[src/rtl/pipe_reg_chain.sv]
// Chain of pipeline registers with per-slot stall, flush and valid tracking.
// Slot 0 takes the incoming payload. Each later slot takes the contents of the
// slot in front of it. A stall freezes its own slot and every slot upstream of it.
// A bubble is inserted directly behind the frozen group.
// A retire counter, saturating at all-ones, counts valid payloads leaving the last slot.
module pipe_reg_chain #(
    parameter int          WIDTH    = 32,
    parameter int          NUM_REGS = 4,
    parameter logic [31:0] BUBBLE   = 32'h00000013,
    parameter int          CNT_W    = 32
) (
    input  logic                      clk,
    input  logic                      reset,
    input  logic [WIDTH-1:0]          in_data,
    input  logic                      in_valid,
    output logic                      in_ready,
    input  logic [NUM_REGS-1:0]       stall,
    input  logic [NUM_REGS-1:0]       flush,
    output logic [NUM_REGS*WIDTH-1:0] slot_data,
    output logic [NUM_REGS-1:0]       slot_valid,
    output logic [CNT_W-1:0]          retire_cnt
);

    localparam int                LAST     = NUM_REGS - 1;
    localparam logic [WIDTH-1:0]  BUBBLE_W = WIDTH'(BUBBLE);
    localparam logic [CNT_W-1:0]  CNT_MAX  = {CNT_W{1'b1}};

    logic [NUM_REGS-1:0][WIDTH-1:0] data_q;
    logic [NUM_REGS-1:0][WIDTH-1:0] data_d;
    logic [NUM_REGS-1:0]            valid_q;
    logic [NUM_REGS-1:0]            valid_d;
    logic [CNT_W-1:0]               cnt_q;
    logic [CNT_W-1:0]               cnt_d;
    logic [NUM_REGS-1:0]            hold;
    logic                           retire_fire;

    // Hold ripples from the tail toward slot 0: any stalled slot freezes everything upstream.
    always_comb begin
        hold       = '0;
        hold[LAST] = stall[LAST];
        for (int k = NUM_REGS - 2; k >= 0; k--) begin
            hold[k] = stall[k] | hold[k + 1];
        end
    end

    // Next slot contents, checked in priority order: flush, then hold, then load or bubble.
    always_comb begin
        data_d  = data_q;
        valid_d = valid_q;

        // Slot 0 is fed from the upstream input.
        if (flush[0]) begin
            data_d[0]  = BUBBLE_W;
            valid_d[0] = 1'b0;
        end else if (!hold[0]) begin
            data_d[0]  = in_data;
            valid_d[0] = in_valid;
        end

        // Later slots take from the slot in front, or a bubble if that slot is frozen.
        for (int k = 1; k < NUM_REGS; k++) begin
            if (flush[k]) begin
                data_d[k]  = BUBBLE_W;
                valid_d[k] = 1'b0;
            end else if (hold[k]) begin
                data_d[k]  = data_q[k];
                valid_d[k] = valid_q[k];
            end else if (hold[k - 1]) begin
                data_d[k]  = BUBBLE_W;
                valid_d[k] = 1'b0;
            end else begin
                data_d[k]  = data_q[k - 1];
                valid_d[k] = valid_q[k - 1];
            end
        end
    end

    // Count real payloads that leave the tail this cycle; stop at all-ones rather than wrap.
    always_comb begin
        retire_fire = valid_q[LAST] & ~hold[LAST] & ~flush[LAST];
        cnt_d       = cnt_q;
        if (retire_fire && (cnt_q != CNT_MAX)) begin
            cnt_d = cnt_q + CNT_W'(1);
        end
    end

    // State registers. Reset discards every slot without counting a retirement.
    always_ff @(posedge clk) begin
        if (reset) begin
            data_q  <= {NUM_REGS{BUBBLE_W}};
            valid_q <= '0;
            cnt_q   <= '0;
        end else begin
            data_q  <= data_d;
            valid_q <= valid_d;
            cnt_q   <= cnt_d;
        end
    end

    assign in_ready   = ~hold[0];
    assign slot_data  = data_q;
    assign slot_valid = valid_q;
    assign retire_cnt = cnt_q;

endmodule
[config.mk]
export PLATFORM = sky130hd
export DESIGN_NAME = pipe_reg_chain
export DESIGN_NICKNAME = d
export VERILOG_FILES = /design/src/rtl/pipe_reg_chain.sv
export SDC_FILE = /design/constraint.sdc
export NUM_CORES = 1
export LEC_CHECK = 0
export BUFFER_PORTS_ARGS = -buffer_cell sky130_fd_sc_hd__buf_2
export CELL_PAD_IN_SITES_DETAIL_PLACEMENT = 1
export CELL_PAD_IN_SITES_GLOBAL_PLACEMENT = 1
export CORE_MARGIN = 2
export CORE_UTILIZATION = 37
export CTS_CLUSTER_DIAMETER = 60
export DETAILED_ROUTE_END_ITERATION = 10
export PLACE_DENSITY = 0.89
export SYNTH_ARGS = -nofsm -noshare
export SYNTH_HDL_FRONTEND = slang
export SYNTH_SLANG_ARGS = --single-unit
[constraint.sdc]
create_clock -name clk -period 2.5 [get_ports clk]
set_clock_uncertainty 0.15 [all_clocks]
set_input_delay 0.25 -clock clk [delete_from_list [all_inputs] [get_ports clk]]
set_output_delay 0.25 -clock clk [all_outputs]
set_load 0.05 [all_outputs]
==> flow_summary.json <==
{
  "status": "finished clean",
  "tns_ns": 0,
  "ant_nets": 0,
  "synth_cell_types": 51,
  "synthCells": 758,
  "dpl_worst_slack_ns": 0.193,
  "port_buffers": 207,
  "core-area_mm2": 0.0172,
  "hpwl_um": 14700,
  "route.detailed.drc": 0,
  "grtUsageMet3_pct": 5.85,
  "gp_congestion": 0.862,
  "cpLargestDelayFamily": "simple AND/OR/NAND/NOR gates",
  "rows": 48,
  "synth_top_area_cell": "dfxtp_1",
  "timing_hold_violations_final": 0,
  "clock_latency_ns": 0.42,
  "final_nets": 1022,
  "layout-drive-gt1-share_pct": 28.0,
  "hold_depth": 3,
  "cellPowerDensity_mw_per_mm2": 645,
  "syn_area_per_cell_um2": 8.52,
  "report.final.slew_viol_count": 0,
  "area_delta_synth_final_pct": 33.8,
  "avgRoutedWirePerCell_um": 18.2,
  "synth.top_cell.area_share_pct": 50.8,
  "yosysMostFrequentCell": "dfxtp_1",
  "h-tree-depth": 4,
  "critPathLaunchType": "register",
  "async_flop_share_pct": 0,
  "drtIter0Drc": 296,
  "grt_max_degree": 64,
  "avgViaCountPerCell": 5.33,
  "fp.dieH_um": 136,
  "ys_top_cells_by_count": "dfxtp_1 (164), nand2_1 (114), a21oi_1 (110)",
  "synthesis.nets": 802,
  "ios": 208,
  "synth_ff_type": "dfxtp_1",
  "grt_pass1_vias": 6506,
  "dieArea_mm2": 0.0185,
  "diodes": 0,
  "reg2regPathDepth": 6,
  "antenna_found_initial": 2,
  "cts_root_buf": "clkbuf_16",
  "yosysSeqAreaShare_pct": 50.8,
  "r2r-start": "retire_cnt[18]$_SDFFE_PP0P_",
  "p_leak_uw": 0.00343,
  "rsz0062_at_grt": "no",
  "synthTopCellsByArea": "dfxtp_1 (51%), a21oi_1 (8.5%), nand2_1 (6.6%), nor2_1 (5.3%), a22oi_1 (3.5%)",
  "drv_cap": 0,
  "setup.worst_path.end_class": "register",
  "min_to": "slot_data[96]$_SDFFE_PP1N_",
  "die_x_um": 136,
  "initial_core_util_pct": 37.6,
  "seq_area_mm2": 0.00329,
  "synth_edf_count": 0,
  "hp-start": "reset",
  "tightest_slew_ns": 0.704,
  "via_count": 6484,
  "grt_use_met2_pct": 41.0,
  "setup_viol_count_final": 0,
  "synth_seq_cells": 164,
  "first_pass_iters": 4,
  "cts_buffer_depth": 2,
  "clk_pin_slew_ns": 0.07,
  "critPathMaxFanout": 12,
  "multiInputGateArea_mm2": 0.00291,
  "grt_pass1_wl_um": 34400,
  "crit_path_max_incr_delay_ns": 0.47,
  "slew_headroom_pct": 53.1,
  "clock.fmax_mhz": 431,
  "r2r-end": "retire_cnt[25]$_SDFFE_PP0P_",
  "numCtsBuffers": 17,
  "yosysWarnings": 0,
  "setup_ws_ns": 0.178,
  "rrSetupSlack_ns": 0.18,
  "ir_drop_mv": 0.471,
  "drt-total-wl_um": 22200,
  "min_period_over_period_pct": 92.9,
  "critPathArrivalTime_ns": 2.49,
  "required_ns": 2.67,
  "critPathSlowestCell": "or3_4",
  "clock-sinks": 164,
  "path_cells": "nand4_4, or3_4, o41ai_4, buf_4, nor4_2, mux2_4",
  "grtUsageMet1_pct": 28.1,
  "crit_type": "register to register",
  "grt-ovfl-total": 0,
  "grt.busiest_layer": "met2",
  "netlist_area_mm2": 0.00646,
  "worst_hold_path_type": "primary input to register",
  "track_usage_pct": 23.6,
  "cts_tree": "done",
  "period_needed_ns": 2.32,
  "path_buf_inv": 1,
  "cts_resized": 0,
  "fill_cells": 2108
}
## through the flow
stage / area, µm² / instances / total power, µW / hold WS [ns] / utilization (%)
3_3_place_gp: 7640 / 1145 / 2890 / 0.304 / 44.5
6_report: 8640 / 1216 / 5580 / 0.0556 / 50.3
5_1_grt: 8640 / 1216 / 5750 / 0.0730 / 50.3
2_1_floorplan: 6460 / 758 / 2810 / 0.214 / -
3_5_place_dp: 7640 / 1145 / 2890 / 0.313 / 44.5
4_1_cts: 8640 / 1216 / 5600 / 0.0478 / 50.3
## worst register-to-register path, stage by stage (launching register included)
cell and delay (ns):
dfxtp_1 0.43, nand4_4 0.20, or3_4 0.47, o41ai_4 0.36, buf_4 0.25, nor4_2 0.08
mux2_4 0.29
## layout make-up
class                           instances  share of cell area, %
Multi-Input combinational cell        532                   33.7
Inverter                                4                  0.174
Clock buffer                           18                   5.08
Timing Repair Buffer                  259                   17.8
Clock inverter                         14                   1.91
Tap cell                              225                   3.26
Sequential cell                       164                   38.1
## metal layers
layer | share of wire (%) | vias up
met2 | 49 | 215
met4 | 2.7 | 2
met5 | 0.059 | -
met3 | 6.6 | 46
met1 | 41 | 3136
li1 | - | 3085
## worst max path at each step
stage	from	endpoint	slack, ns	depth (start not counted)
3_5_place_dp	retire_cnt[18]$_SDFFE_PP0P_	retire_cnt[1]$_SDFFE_PP0P_	0.19	6
6_report	retire_cnt[18]$_SDFFE_PP0P_	retire_cnt[25]$_SDFFE_PP0P_	0.18	6
3_3_place_gp	retire_cnt[18]$_SDFFE_PP0P_	retire_cnt[1]$_SDFFE_PP0P_	0.26	6
5_1_grt	retire_cnt[0]$_SDFFE_PP0P_	retire_cnt[1]$_SDFFE_PP0P_	0.08	6
4_1_cts	retire_cnt[18]$_SDFFE_PP0P_	retire_cnt[1]$_SDFFE_PP0P_	0.19	6
2_1_floorplan	retire_cnt[8]$_SDFFE_PP0P_	retire_cnt[1]$_SDFFE_PP0P_	0.002	7
## report_power, final
group	switching [µW]	internal, µW	total (µW)
logic	167	95.5	263
clock network	1160	1530	2690
registers	4.31	2620	2620
## sequential cells by signal, indices dropped and copies added, names as in the netlist
name	flops
slot_data	128
retire_cnt	32
slot_valid	4
## cells in the final DEF (no fill, tap or decap), types with 5 or more instances in the layout
cell,instances
dfxtp_1,159
nand2_1,114
or4_1,8
nand3b_1,30
o21ai_1,8
nor3b_1,30
clkbuf_16,17
dlygate4sd3_1,39
nor3_1,9
buf_4,12
or2_2,6
nand3_1,16
nand4_1,5
nor2_1,91
or3_1,10
dfxtp_2,5
o31ai_1,9
a21oi_1,110
o21ai_0,6
buf_2,207
a22oi_1,30
inv_6,7
## cells by family after synthesis
group	after synthesis	share of synthesized area, %
muxes	6	1.12
xor gates and xnor gates	5	0.678
DFF	164	50.8
adders and majority gates	1	0.194
buffers and inverters	62	4.20
and+or+nand+nor	344	27.0
AOI/OAI and AO/OA	176	16.0
## what timing repair did
item                      CTS  global route
buffers inserted            0             0
hold buffers               39             0
hold endpoints to repair   42             0
Power figures use the tool's default switching activity.
